===== src/rtl/mips_regfile_mp.sv =====
// mips_regfile_mp: parametrised multi-port register file for the MIPS pipeline.
// Asynchronous (combinational) read ports feed the ID stage; two write ports are
// committed by the WB stage on the rising edge. A hardware clear sequencer zeroes
// every entry after reset, so no file preload is needed. Register 0 can be
// hardwired to zero, and same-cycle write data can be bypassed to the readers.
module mips_regfile_mp #(
    parameter int DATA_W   = 32,
    parameter int ADDR_W   = 5,
    parameter int NUM_RD   = 2,
    parameter int ZERO_REG = 1,
    parameter int BYPASS   = 1
) (
    input  logic                       CLK,
    input  logic                       RST,
    input  logic [NUM_RD*ADDR_W-1:0]   ReadReg,
    output logic [NUM_RD*DATA_W-1:0]   ReadData,
    input  logic [ADDR_W-1:0]          WriteReg0,
    input  logic [DATA_W-1:0]          WriteData0,
    input  logic                       RegWrite0,
    input  logic [ADDR_W-1:0]          WriteReg1,
    input  logic [DATA_W-1:0]          WriteData1,
    input  logic                       RegWrite1,
    output logic                       Busy
);

    localparam int DEPTH = 1 << ADDR_W;

    typedef enum logic {
        ST_CLEAR = 1'b0,
        ST_RUN   = 1'b1
    } state_e;

    state_e              state_q;
    logic [ADDR_W-1:0]   clr_cnt_q;
    logic                busy_q;
    logic [DATA_W-1:0]   mem_q [DEPTH];

    // Writes to entry 0 are dropped when it is hardwired to zero.
    logic wr0_allowed;
    logic wr1_allowed;
    logic run_commit;

    assign wr0_allowed = RegWrite0 && !((ZERO_REG != 0) && (WriteReg0 == '0));
    assign wr1_allowed = RegWrite1 && !((ZERO_REG != 0) && (WriteReg1 == '0));
    // A reset edge aborts RUN, so nothing is committed on that edge.
    assign run_commit  = (state_q == ST_RUN) && !RST;

    // Clear sequencer: walks every entry once after reset, then enters RUN.
    always_ff @(posedge CLK) begin
        // NOTE: sequential state uses non-blocking assignments so every register
        // samples pre-edge values and simulation matches the synthesised flops.
        if (RST) begin
            state_q   <= ST_CLEAR;
            clr_cnt_q <= '0;
            busy_q    <= 1'b1;
        end else begin
            case (state_q)
                ST_CLEAR: begin
                    clr_cnt_q <= clr_cnt_q + 1'b1;
                    if (clr_cnt_q == ADDR_W'(DEPTH - 1)) begin
                        state_q <= ST_RUN;
                        busy_q  <= 1'b0;
                    end
                end
                ST_RUN: begin
                    state_q <= ST_RUN;
                end
                default: begin
                    state_q   <= ST_CLEAR;
                    clr_cnt_q <= '0;
                    busy_q    <= 1'b1;
                end
            endcase
        end
    end

    assign Busy = busy_q;

    // Storage: cleared entry by entry by the sequencer, written by WB in RUN.
    always_ff @(posedge CLK) begin
        // NOTE: the array has no reset branch; resetting it directly would turn
        // it into DEPTH*DATA_W flops with a reset net. The sequencer clears it.
        if (!RST) begin
            if (state_q == ST_CLEAR) begin
                mem_q[clr_cnt_q] <= '0;
            end else if (run_commit) begin
                if (wr0_allowed) begin
                    mem_q[WriteReg0] <= WriteData0;
                end
                // Port 1 is assigned last so it wins on an address collision.
                if (wr1_allowed) begin
                    mem_q[WriteReg1] <= WriteData1;
                end
            end
        end
    end

    for (genvar k = 0; k < NUM_RD; k++) begin : g_rd
        logic [ADDR_W-1:0] rd_addr;
        logic [DATA_W-1:0] rd_val;

        assign rd_addr = ReadReg[k*ADDR_W +: ADDR_W];

        // Read mux: later assignments carry higher priority (clear masks all).
        always_comb begin
            // NOTE: a full default first keeps this block free of inferred latches.
            rd_val = mem_q[rd_addr];
            if ((BYPASS != 0) && RegWrite0 && (WriteReg0 == rd_addr)) begin
                rd_val = WriteData0;
            end
            if ((BYPASS != 0) && RegWrite1 && (WriteReg1 == rd_addr)) begin
                rd_val = WriteData1;
            end
            if ((ZERO_REG != 0) && (rd_addr == '0)) begin
                rd_val = '0;
            end
            if (state_q == ST_CLEAR) begin
                rd_val = '0;
            end
        end

        assign ReadData[k*DATA_W +: DATA_W] = rd_val;
    end

endmodule


===== config.mk =====
export PLATFORM = sky130hd
export DESIGN_NAME = mips_regfile_mp
export DESIGN_NICKNAME = d
export VERILOG_FILES = /design/src/rtl/mips_regfile_mp.sv
export SDC_FILE = /design/constraint.sdc
export NUM_CORES = 2
export LEC_CHECK = 0
export BUFFER_PORTS_ARGS = -buffer_cell sky130_fd_sc_hd__buf_2
export CAP_MARGIN = 10
export CORE_MARGIN = 1.5
export CORE_UTILIZATION = 55
export CTS_CLUSTER_SIZE = 20
export DETAILED_ROUTE_END_ITERATION = 10
export GPL_ROUTABILITY_DRIVEN = 0
export PLACE_DENSITY = 0.72
export SLEW_MARGIN = 0
export SYNTH_ARGS = -nofsm -noshare
export SYNTH_HDL_FRONTEND = slang
export SYNTH_SLANG_ARGS = --single-unit
export TNS_END_PERCENT = 1

===== constraint.sdc =====
create_clock -name CLK -period 7.8 [get_ports CLK]
set_clock_uncertainty 0.2 [all_clocks]
set_input_delay 0.78 -clock CLK [delete_from_list [all_inputs] [get_ports CLK]]
set_output_delay 0.78 -clock CLK [all_outputs]
set_load 0.005 [all_outputs]

==> results.py <==
metrics = {
    "routing": {
        "drt_pass1_iterations": 9,
        "wl_per_cell_um": 32.0,
        "vias": 49100,
        "drtAntennaViolNets": 0,
        "drc": 0,
        "vias_per_cell": 7.18,
        "drtIter0Drc": 8475,
        "wl_um": 219000,
    },
    "timing": {
        "drv_slew": 0,
        "min_period_ns": 5.73,
        "fin_ws_ns": 2.07,
        "relSlewSlack": 0.0774,
        "finalSetupViolCount": 0,
        "tightest_slew_ns": 1.38,
        "fmax_mhz": 175,
        "period_share": 0.734,
        "setup_tns_ns": 0,
        "hold_viol": 0,
        "rsz0062_at_grt": "no",
    },
    "yosys": {
        "avgSynthCellArea_um2": 10.8,
        "synthArstFlopShare": 0,
        "synth_nets": 5695,
        "synth-seq-area-share": 0.511,
        "synth.distinct_cells": 57,
        "synth_top_area_share": 0.509,
        "synth_area_leaders": "edfxtp_1 (51%), mux4_2 (11%), o21ai_0 (8.7%)",
        "synth_area_leader_cell": "edfxtp_1",
        "syn_area_mm2": 0.0605,
        "synth_seq_cells": 1031,
        "ys_warn_count": 0,
        "synth-main-ff-cell": "edfxtp_1",
        "syn-instance-count": 5605,
        "synth_enable_flop_cells": 1024,
    },
    "grt": {
        "grt_pass1_wl_um": 313000,
        "grt_max_degree": 85,
        "grt_overflow": 0,
        "grt_pass1_vias": 46400,
        "antenna_found_initial": 8,
        "grt_usage": 0.385,
    },
    "placed_design": {
        "portBuffers": 152,
        "pre_cts_ws_ns": 2.37,
        "dp_hpwl_um": 126000,
        "placed_cells": 6627,
    },
    "power_and_ir_drop": {
        "power.switching_uw": 3020,
        "p_seq_frac": 0.488,
        "p_leak_uw": 0.0211,
        "ir_drop_v": 0.000173,
        "totalPowerFinal_uw": 12400,
        "power_frac_comb": 0.080,
        "power_density_mw_per_mm2": 190,
        "p_int_uw": 9410,
        "swShare": 0.243,
        "power.share.clock": 0.433,
    },
    "worst_hold_path": {
        "hp-class": "in -> reg",
    },
    "cts": {
        "cts-root-buf": "clkbuf_16",
        "htreeDepth": 3,
        "cts_resized": 0,
        "cts_buffers": 109,
        "cts_buffer_depth": 3,
        "clk_latency_ns": 0.70,
        "cts_setup_buffers": 0,
        "ctsHoldBuffers": 0,
        "clock-sinks": 1031,
        "clkTransAtPathRegs_ns": 0.06,
        "cts_tree": "yes",
    },
    "finish": {
        "nFillCells": 8501,
        "drive_gt1_frac": 0.154,
        "layout_commonest_cell": "nand2_1",
        "layout.nets": 5415,
        "fin_cells": 6831,
        "layout_common_cells": "nand2_1 (1227), o21ai_0 (1052), edfxtp_1 (1024)",
        "utilization": 0.601,
        "syn_to_final_growth_pct": 8.45,
    },
    "critical_path": {
        "critical_path_arrival_ns": 4.75,
        "crit_top_cell": "buf_4",
        "crit_required_ns": 6.82,
        "crit_path_max_incr_delay_ns": 0.57,
        "criticalPathCategory": "in -> out",
        "end_kind": "output pin",
        "worstPathMaxFanout": 59,
        "cp-start-kind": "input pin",
        "cp_slowest_cell": "nand2b_2",
        "worstPathCellList": "buf_8 > xor2_1 > nor4_1 > nand3_2 > buf_4 > nand2b_2 > buf_4 > a311oi_1 > o31ai_1 > buf_2",
    },
    "floorplan": {
        "rows": 121,
        "start_util": 0.555,
        "ioPinCount": 153,
        "die_h_um": 335,
        "die_area_mm2": 0.112,
        "core_area_mm2": 0.109,
        "die_w_um": 335,
    },
    "status": {
        "status": "finished clean",
    },
    "run": {
        "drv_cap": 0,
    },
}
## metal layers
metal	global-route usage	routed length, um	vias to the layer above
li1	-	-	20200
met4	0.237	16000	8
met2	0.575	94900	4438
met1	0.498	73200	23400
met3	0.111	34700	917
met5	0	34	-
## sequential cells by signal, summed over array words and instances (netlist names)
register,flops
Busy,1
clr_cnt_q,5
mem_q,1024
state_q,1
## critical path, delay by kind of cell
family | cells | cell delay (ns)
buf+inv | 4 | 1.66
compound gates | 2 | 0.52
xor+xnor | 1 | 0.15
simple gates | 3 | 1.49
## layout make-up
class,count,area [um2],share of cell area
clock inverters,79,795,0.0121
clock buffers,123,2800,0.0427
repair buffers,284,1870,0.0285
inverters,39,146,0.00223
multi-input cells,3860,27300,0.416
diodes,1,2.50,0.0000382
well taps,1414,1770,0.0270
flip-flops and latches,1031,30900,0.471
## cells by family after synthesis
logic type      Yosys count  share of synthesized area
simple gates           1519                      0.102
mux                     803                      0.193
buf+inv                 714                     0.0493
flops                  1031                      0.511
xor+xnor                 23                    0.00333
compound gates         1513                      0.141
fa+ha+maj                 2                   0.000414
## synth_stat cells (15+ instances only)
cell      instances
and3_1           33
nor4_1           38
xor2_1           15
o31ai_1          32
o21ai_0        1052
o22ai_1          58
mux2i_1         512
nor2_1          111
buf_4            18
a22oi_1         252
nor2b_1          37
clkbuf_2         28
o21ai_1          34
nor2_2           27
inv_1            38
nand2_1        1228
buf_1            23
a311oi_1         31
mux4_2          289
edfxtp_1       1024
a21oi_1          35
clkbuf_1        454
buf_2           151
## power groups by stage
stage | combinational, uW | clock, uW | sequential (uW)
6_report | 991 | 5380 | 6060
5_1_grt | 1010 | 5550 | 6060
4_1_cts | 951 | 5340 | 6060
3_5_place_dp | 949 | 0 | 6180
3_3_place_gp | 939 | 0 | 6180
2_1_floorplan | 633 | 0 | 6170
## through the flow
stage                     hold WS, ns  area, um2
after detailed placement        0.237      61900
after CTS                       0.190      65500
after floorplan                 0.251      60500
after global routing            0.225      65600
final                           0.213      65600
after global placement          0.230      61900
## final timing paths
path                            slack [ns]            end        from  cells past startpoint
worst min register to register        0.27           Busy        Busy                      1
worst min-delay path                  0.21   clr_cnt_q[2]         RST                      2
worst max-delay path                  2.07   ReadData[43]  ReadReg[7]                     10
worst max register to register        2.88  mem_q[14][16]     state_q                      5
(Power assumes the default switching activity.)
